### src/rtl/comp_seq_ctrl_if.sv
// Board-side bundle for the comparator sequencer: buttons and switch nibble in, operands/result/status out.
// The controller takes the slave view; the board or bench drives through the master view.
// No backpressure; every signal is a plain level.
interface comp_seq_ctrl_if;
    logic [3:0] pb;
    logic [3:0] q;
    logic [7:0] a;
    logic [7:0] b;
    logic       lo;
    logic       eo;
    logic       go;
    logic       valid;
    logic       err;
    logic [2:0] state;

    modport slave (
        input  pb, q,
        output a, b, lo, eo, go, valid, err, state
    );

    modport master (
        output pb, q,
        input  a, b, lo, eo, go, valid, err, state
    );
endinterface

### src/rtl/comp_seq_ctrl.sv
// Pushbutton sequencer: debounces pb1..pb4, captures q as A[7:4],A[3:0],B[7:4],B[3:0], then registers lo/eo/go.
// Latency: raw press to register update is 2 + DEB_CYCLES + 1 cycles (+/-1 synchronizer phase).
// No backpressure: out-of-order or simultaneous presses abort to IDLE with err; COMP_SEQ_TIMEOUT_EN adds an idle abort.
module comp_seq_ctrl #(
    parameter int DEB_CYCLES     = 1000,
    parameter int TIMEOUT_CYCLES = 50000000
) (
    input  logic         clk,
    input  logic         rst_n,
    comp_seq_ctrl_if.slave bus
);

    localparam int DW = $clog2(DEB_CYCLES);

    typedef enum logic [2:0] {
        IDLE   = 3'd0,
        GOT_AH = 3'd1,
        GOT_AL = 3'd2,
        GOT_BH = 3'd3,
        DONE   = 3'd4
    } state_t;

    logic [3:0]    r_sync1;
    logic [3:0]    r_sync2;
    logic [3:0]    r_deb;
    logic [3:0]    r_deb_d;
    logic [DW-1:0] r_cnt [4];

    state_t        r_state;
    logic [7:0]    r_a;
    logic [7:0]    r_b;
    logic          r_lo;
    logic          r_eo;
    logic          r_go;
    logic          r_valid;
    logic          r_err;

    logic [3:0]    w_pulse;
    logic          w_any;
    logic          w_multi;
    logic          w_accept;
    logic [7:0]    w_b_full;

    always_ff @(posedge clk or negedge rst_n) begin
        if (!rst_n) begin
            r_sync1 <= '0;
            r_sync2 <= '0;
            r_deb_d <= '0;
        end else begin
            r_sync1 <= bus.pb;
            r_sync2 <= r_sync1;
            r_deb_d <= r_deb;
        end
    end

    // Counter advances only while the synchronized input disagrees with the debounced level,
    // so any bounce back to the old level restarts the qualification window.
    always_ff @(posedge clk or negedge rst_n) begin
        if (!rst_n) begin
            r_deb <= '0;
            for (int i = 0; i < 4; i++) r_cnt[i] <= '0;
        end else begin
            for (int i = 0; i < 4; i++) begin
                if (r_sync2[i] != r_deb[i]) begin
                    if (r_cnt[i] == DW'(DEB_CYCLES - 1)) begin
                        r_deb[i] <= ~r_deb[i];
                        r_cnt[i] <= '0;
                    end else begin
                        r_cnt[i] <= r_cnt[i] + DW'(1);
                    end
                end else begin
                    r_cnt[i] <= '0;
                end
            end
        end
    end

    assign w_pulse  = r_deb & ~r_deb_d;
    assign w_any    = |w_pulse;
    assign w_multi  = |(w_pulse & (w_pulse - 4'd1));
    assign w_b_full = {r_b[7:4], bus.q};

    always_comb begin
        w_accept = 1'b0;
        if (!w_multi) begin
            case (r_state)
                IDLE, DONE: w_accept = w_pulse[0];
                GOT_AH:     w_accept = w_pulse[1];
                GOT_AL:     w_accept = w_pulse[2];
                GOT_BH:     w_accept = w_pulse[3];
                default:    w_accept = 1'b0;
            endcase
        end
    end

`ifdef COMP_SEQ_TIMEOUT_EN
    localparam int TW = $clog2(TIMEOUT_CYCLES);
    logic [TW-1:0] r_to_cnt;
`else
    logic w_unused_timeout;
    assign w_unused_timeout = (TIMEOUT_CYCLES > 0);
`endif

    always_ff @(posedge clk or negedge rst_n) begin
        if (!rst_n) begin
            r_state <= IDLE;
            r_a     <= '0;
            r_b     <= '0;
            r_lo    <= 1'b0;
            r_eo    <= 1'b0;
            r_go    <= 1'b0;
            r_valid <= 1'b0;
            r_err   <= 1'b0;
`ifdef COMP_SEQ_TIMEOUT_EN
            r_to_cnt <= '0;
`endif
        end else if (w_any) begin
`ifdef COMP_SEQ_TIMEOUT_EN
            r_to_cnt <= '0;
`endif
            // Every press leaves the current state, so the result is dropped unless DONE is re-entered.
            r_lo    <= 1'b0;
            r_eo    <= 1'b0;
            r_go    <= 1'b0;
            r_valid <= 1'b0;
            if (!w_accept) begin
                r_state <= IDLE;
                r_err   <= 1'b1;
            end else begin
                case (r_state)
                    IDLE, DONE: begin
                        r_state  <= GOT_AH;
                        r_a[7:4] <= bus.q;
                        r_err    <= 1'b0;
                    end
                    GOT_AH: begin
                        r_state  <= GOT_AL;
                        r_a[3:0] <= bus.q;
                    end
                    GOT_AL: begin
                        r_state  <= GOT_BH;
                        r_b[7:4] <= bus.q;
                    end
                    GOT_BH: begin
                        r_state  <= DONE;
                        r_b[3:0] <= bus.q;
                        r_lo     <= (r_a <  w_b_full);
                        r_eo     <= (r_a == w_b_full);
                        r_go     <= (r_a >  w_b_full);
                        r_valid  <= 1'b1;
                    end
                    default: begin
                        r_state <= IDLE;
                        r_err   <= 1'b1;
                    end
                endcase
            end
        end
`ifdef COMP_SEQ_TIMEOUT_EN
        else if (r_state == GOT_AH || r_state == GOT_AL || r_state == GOT_BH) begin
            if (r_to_cnt == TW'(TIMEOUT_CYCLES - 1)) begin
                r_state  <= IDLE;
                r_err    <= 1'b1;
                r_to_cnt <= '0;
            end else begin
                r_to_cnt <= r_to_cnt + TW'(1);
            end
        end else begin
            r_to_cnt <= '0;
        end
`endif
    end

    assign bus.a     = r_a;
    assign bus.b     = r_b;
    assign bus.lo    = r_lo;
    assign bus.eo    = r_eo;
    assign bus.go    = r_go;
    assign bus.valid = r_valid;
    assign bus.err   = r_err;
    assign bus.state = r_state;

endmodule

### src/flat_wrapper.sv
// flat-port wrapper written by rule: the top's interface ports become plain ports
module comp_seq_ctrl_flat 
#(
    parameter int DEB_CYCLES     = 1000,
    parameter int TIMEOUT_CYCLES = 50000000
)
  (clk, rst_n, bus_pb, bus_q, bus_a, bus_b, bus_lo, bus_eo, bus_go, bus_valid, bus_err, bus_state);
  comp_seq_ctrl_if bus_i ();
  input  logic clk;
  input  logic rst_n;
  input wire logic [$bits(bus_i.pb)-1:0] bus_pb;
  input wire logic [$bits(bus_i.q)-1:0] bus_q;
  output wire logic [$bits(bus_i.a)-1:0] bus_a;
  output wire logic [$bits(bus_i.b)-1:0] bus_b;
  output wire logic [$bits(bus_i.lo)-1:0] bus_lo;
  output wire logic [$bits(bus_i.eo)-1:0] bus_eo;
  output wire logic [$bits(bus_i.go)-1:0] bus_go;
  output wire logic [$bits(bus_i.valid)-1:0] bus_valid;
  output wire logic [$bits(bus_i.err)-1:0] bus_err;
  output wire logic [$bits(bus_i.state)-1:0] bus_state;
  assign bus_i.pb = bus_pb;
  assign bus_i.q = bus_q;
  assign bus_a = bus_i.a;
  assign bus_b = bus_i.b;
  assign bus_lo = bus_i.lo;
  assign bus_eo = bus_i.eo;
  assign bus_go = bus_i.go;
  assign bus_valid = bus_i.valid;
  assign bus_err = bus_i.err;
  assign bus_state = bus_i.state;
  comp_seq_ctrl #(.DEB_CYCLES(DEB_CYCLES), .TIMEOUT_CYCLES(TIMEOUT_CYCLES)) u_core (.clk(clk), .rst_n(rst_n), .bus(bus_i));
endmodule
### config.mk
export PLATFORM = sky130hd
export DESIGN_NAME = comp_seq_ctrl_flat
export DESIGN_NICKNAME = d
export VERILOG_FILES = /design/src/rtl/comp_seq_ctrl_if.sv /design/src/rtl/comp_seq_ctrl.sv /design/src/flat_wrapper.sv
export SDC_FILE = /design/constraint.sdc
export NUM_CORES = 1
export LEC_CHECK = 0
export BUFFER_PORTS_ARGS = -buffer_cell sky130_fd_sc_hd__buf_2
export CORE_ASPECT_RATIO = 2
export CORE_MARGIN = 4
export CORE_UTILIZATION = 33
export CTS_BUF_LIST = sky130_fd_sc_hd__clkbuf_4
export CTS_CLUSTER_DIAMETER = 200
export DETAILED_ROUTE_END_ITERATION = 8
export PLACE_DENSITY_LB_ADDON = 0.12
export SYNTH_ARGS = -nofsm -noshare
export SYNTH_HDL_FRONTEND = slang
export SYNTH_SLANG_ARGS = --single-unit
### constraint.sdc
create_clock -name clk -period 2.38 [get_ports clk]
set_clock_uncertainty 0.15 [all_clocks]
set_input_delay 0.476 -clock clk [delete_from_list [all_inputs] [get_ports clk]]
set_output_delay 0.476 -clock clk [all_outputs]
set_load 0.02 [all_outputs]
* After elaboration in Yosys (flattened, before gate mapping)
Index checks and enable logic that the tools add are counted.
Operators by class: shift-type cells 0, bitwise operators 7, multiplexer cells 22, equal/unequal tests 14, order comparisons 2, multiply operators 0, div/mod/pow operators 0, add/subtract/negate cells 5, reduce and logical (&&, ||, !) cells 14
Operators by type and width (number):
- 2-to-1 mux 10 bit | 8
- adder 10 x 1 -> 10 bit (second input constant) | 4
- equality test 10 bit (second input constant) | 4
- case mux 3 bit (4 select lines) | 1
- AND reduction 3 bit | 4
- 2-to-1 mux 1 bit | 10
- AND reduction 2 bit | 5
- AND 4 bit | 2
- equality test 8 bit | 1
- > comparator 8 bit | 1
- < comparator 8 bit | 1
- OR reduction 4 bit | 2
- equality test 3 x 2 -> 1 bit (second input constant) | 2
- != test 1 bit | 4
- inverter 1 bit | 4
- inverter 4 bit | 1
- case mux 1 bit (4 select lines) | 1
- subtractor 4 x 1 -> 4 bit (second input constant) | 1
- equality test 3 x 1 -> 1 bit (second input constant) | 1
- equality test 3 bit (second input constant) | 1
- logical NOT 3 bit | 1
- 2-to-1 mux 3 bit | 1
- OR reduction 3 bit | 1
- != test 2 bit (second input constant) | 1
- other kinds (2) | 2
Storage, ports and cells: RAM bits 0, output and inout bits 24, latch bits 0, word-level logic and storage cells 85, flip-flop bits (word level) 80, bits of input ports 10, memories kept 0, ROM bits 0

* Logic depth before layout (Yosys ltp)
depth in word-level cells 8, depth in mapped cells 7, depth with buffers taken out 7

* Worst setup path after synthesis
No wires, ideal clock.
path kind register to register, start point register u_core.r_state[0], in the netlist u_core.bus.state[0], end point register u_core.r_a[4], in the netlist u_core.bus.a[4], slack 0.303 ns, required time 2.105 ns, clock period less this slack 2.077 ns, arrival time 1.802 ns, path buffers 0, cell stages (with the launch flop) 6, library setup time 0.125 ns, cell sequence dfrtp_1 -> nor3b_2 -> a22oi_1 -> and3_4 -> nor4_4 -> mux2_2
Between the ends: cells in the longest elaborated chain, start to end 5, elaborated cells on any way between the ends 9, those cells by class 4 x eq/ne; 2 x mux; 3 x reduce/logical
Ends and longest elaborated chain:
- from (decl) | line comp_seq_ctrl.sv:29 | state_t r_state;
- from (signal assigned) | line comp_seq_ctrl.sv:106 | r_state <= IDLE;
- from (signal assigned) | line comp_seq_ctrl.sv:127 | r_state <= IDLE;
- from (signal assigned) | line comp_seq_ctrl.sv:132 | r_state <= GOT_AH;
- equality test 3 bit / logical NOT 3 bit (equally long branches) | line comp_seq_ctrl.sv:86, comp_seq_ctrl.sv:130
- OR reduction 2 bit | line comp_seq_ctrl.sv:86, comp_seq_ctrl.sv:130
- case mux 1 bit (4 select lines) | line comp_seq_ctrl.sv:86 | case (r_state)
- 2-to-1 mux 1 bit | line comp_seq_ctrl.sv:85 | if (!w_multi) begin
- AND reduction 3 bit (no source line) *
- to (signal assigned) | line comp_seq_ctrl.sv:133 | r_a[7:4] <= bus.q;
- to (decl) | line comp_seq_ctrl.sv:30 | logic [7:0] r_a;
Every way passes the cells marked *; elsewhere a longest branch is shown, timed or not. A chain may end at the register's enable or synchronous reset.

* Final worst setup path
start point register u_core.r_deb[1], end point register u_core.r_a[6], in the netlist u_core.bus.a[6]
Between the ends: cells in the longest elaborated chain, start to end 6, elaborated cells on any way between the ends 8, those cells by class 1 x add/sub; 2 x mux; 2 x bitwise; 3 x reduce/logical
Ends and longest elaborated chain:
- from (decl) | line comp_seq_ctrl.sv:25 | logic [3:0] r_deb;
- from (signal, indexed assignment) | line comp_seq_ctrl.sv:66 | r_deb[i] <= ~r_deb[i];
- AND 4 bit * | line comp_seq_ctrl.sv:78 | assign w_pulse = r_deb & ~r_deb_d;
- subtractor 4 x 1 -> 4 bit | line comp_seq_ctrl.sv:80 | assign w_multi = |(w_pulse & (w_pulse - 4'd1));
- AND 4 bit | line comp_seq_ctrl.sv:80
- OR reduction 4 bit | line comp_seq_ctrl.sv:80
- 2-to-1 mux 1 bit | line comp_seq_ctrl.sv:85
- AND reduction 3 bit (no source line) *
Marked as above.

==> metrics <==
status complete, no violations; Hold Vio Cnt, Final 0; top achievable clock speed 453 MHz; antenna-violating nets left 0; maximum VDD drop 0.206 mV; fraction of layout cells with a size suffix above 1 0.202; ranking of synthesized cells by area dfrtp_1 56%, xnor2_1 5.7%, nor2_1 5.3%; Synth Cell Area 3540 um2; Mapped Nets 341; Tmin final 2.21 ns; wire length per cell 14.1 um; commonest non-fill, non-tap cells in the layout 80 x dfrtp_1, 50 x nor2_1, 32 x buf_2; Total GRT Usage 0.125; Finished Core Util 0.394; CTS tree done; largest net degree at the start of global routing 37; Clock Path Buffers 2; Synth top area share 0.565; crit path from u_core.r_deb[1]; Starting Density 0.336; Placer Congestion 0.791; Area Overhead vs Synth 17.2%; Rows 53; IO buf count 33; Crit path arrival time 2.38 ns; Crit Path Max Fanout 10; ratio of final minimum period to clock period 0.928; die height 155 um; leakage 1.95 nW; Worst-Margin Slew 0.485 ns; core area 10500 um2; clock sinks 80; internal reg-to-reg setup slack 0.17 ns; CP Launch Type register; DP HPWL 5.47 mm; WHS Endpoint u_core.bus.a[5]; final setup vio count 0; Synth Warn # 0; reg2reg start u_core.r_deb[1]; worst rel slew slack 0.677; Reg clk slew, reported paths 0.12 ns; Num CTS Buffers 9; Die Footprint 12600 um2; number of global-route vias before repair 2527; Required @ worst endpoint 2.56 ns; synth unique cells 36; vias 2389; boundary pin count 34; Worst Setup End Kind register; routed vias/inst 4.64; Crit path largest cell delay 0.43 ns; drt drc 0; Slowest-stage cell, CP dfrtp_1; sequential area share after synthesis 0.565; R2R cell count 6; total design power 2.39 mW; pwr/cell area 574 nW/um2; RSZ-0062 raised after global routing false; WL final 7.25 mm; Mean Syn Cell Area 11.1 um2; final slew viol count 0; worst min path class in -> reg; Max Cap Violations 0; Synth Register Bits 80; initial antenna violation count 1; commonest non-fill, non-tap cell in the layout dfrtp_1; DRT Pass-1 Iters 4; hold_sp bus_q[1]; Sum Neg Setup Slack 0 ns; Die X 81.3 um; crit-path cells and2b_1, nor3_1, o211ai_4, nor4_4, buf_4, mux2_2; GR Overflow Total 0; hold path cells 2; H-tree depth 3; first-pass GRT wire length 11.8 mm; Initial DRC Count 102; clock latency on the worst-skew pair 0.43 ns; Worst Setup Path Type reg -> reg; CTS root buf clkbuf_4; Nets 395; Synth Instances 319; reg2reg end u_core.bus.a[6]; most area-hungry cell type in the Yosys netlist dfrtp_1
## layout make-up
type | count | area, um2
Tap cell | 137 | 171
Inverter | 13 | 48.8
Antenna cell | 1 | 2.50
Clock inverter | 5 | 72.6
Fill cell | 1049 | 6390
Multi-Input combinational cell | 224 | 1500
Clock buffer | 10 | 75.1
Sequential cell | 80 | 2000
Timing Repair Buffer | 45 | 283
## worst max-delay path: cells and delay by family, from the launching register on
family / cells / cell delay [ns]
buffers and inverters: 1 / 0.18
AND/OR/NAND/NOR: 3 / 0.79
AO/OA/AOI/OAI: 1 / 0.22
flip-flops: 1 / 0.43
multiplexers: 1 / 0.33
## registers in the layout (all words and copies together) (netlist names)
signal	count
u_core.r_deb	4
u_core.bus.eo	1
u_core.r_cnt	40
u_core.bus.a	8
u_core.bus.valid	1
u_core.bus.err	1
u_core.bus.b	8
u_core.bus.state	3
u_core.r_sync1	4
u_core.bus.go	1
u_core.r_deb_d	4
u_core.bus.lo	1
u_core.r_sync2	4
## stage by stage
stage,setup slack (ns),instance area (um2),hold WS [ns],cells
global placement,0.221,3930,0.182,493
detailed placement,0.149,3930,0.186,493
CTS,0.132,4130,0.134,513
floorplan,0.303,3540,0.0304,319
global route,0.0240,4160,0.131,515
finish,0.172,4160,0.165,515
## metal layers
layer / up-vias / wire [um] / global-route usage / part of all wire
met5: - / 0 / 0 / 0
met4: 0 / 160 / 0.0604 / 0.022
met3: 12 / 232 / 0.0280 / 0.032
met2: 33 / 4090 / 0.233 / 0.56
met1: 1164 / 2770 / 0.124 / 0.38
li1: 1180 / - / - / -
## cells in the mapped netlist
| cell type | count |
|---|---|
| or4_1 | 3 |
| or2_0 | 1 |
| a211o_1 | 1 |
| nand3_1 | 9 |
| inv_1 | 13 |
| or2_2 | 3 |
| nor3b_2 | 3 |
| nor3b_4 | 1 |
| mux2i_1 | 3 |
| nand2_1 | 30 |
| a32o_1 | 1 |
| o211ai_1 | 1 |
| o211ai_2 | 1 |
| clkbuf_1 | 1 |
| nor2_1 | 50 |
| and3_1 | 10 |
| xor2_1 | 13 |
| and2b_1 | 2 |
| nor4_4 | 1 |
| nand4_1 | 5 |
| and2_1 | 3 |
| a21oi_1 | 4 |
| ha_1 | 12 |
| mux2_2 | 13 |
| nor4_1 | 1 |
| nand4b_1 | 2 |
| o21ai_0 | 12 |
| a22oi_1 | 1 |
| mux2_1 | 1 |
| nor3_1 | 8 |
| and3_4 | 1 |
| nor2b_1 | 4 |
| dfrtp_1 | 80 |
| xnor2_1 | 23 |
| buf_2 | 1 |
| a211oi_1 | 1 |
## power by group
part	switching (mW)	leakage (nW)	internal, mW	total [mW]
clock network	0.462	0.0813	0.425	0.887
registers	0.0161	1.05	1.38	1.40
logic	0.0627	0.821	0.0381	0.101
## how the worst max path moves through the flow
stage	endpoint	slack [ns]	cells past startpoint
global placement	u_core.bus.a[2]	0.22	5
CTS	u_core.bus.a[0]	0.13	5
global route	u_core.bus.a[5]	0.02	6
floorplan	u_core.bus.a[4]	0.30	5
finish	u_core.bus.a[6]	0.17	6
detailed placement	u_core.bus.a[2]	0.15	5
## repair_timing
item / 4_1_cts / 5_1_grt
hold buffers: 5 / 0
gates resized for setup: 0 / 2
buffers inserted: 0 / 1
endpoints found under the setup margin: 0 / 5
endpoints found under the hold margin: 38 / 0
## logic make-up (layout without fill, tap and decap cells)
group / count (synthesis) / in the layout / synth area share
DFF: 80 / 80 / 0.565
AOI/OAI and AO/OA: 22 / 22 / 0.0378
adders and majority gates: 12 / 12 / 0.0424
muxes: 17 / 17 / 0.0529
xor gates and xnor gates: 36 / 36 / 0.0890
buffers and inverters: 15 / 73 / 0.0162
other: 0 / 1 / 0
and+or+nand+nor: 137 / 137 / 0.197
(Power assumes the default switching activity.)
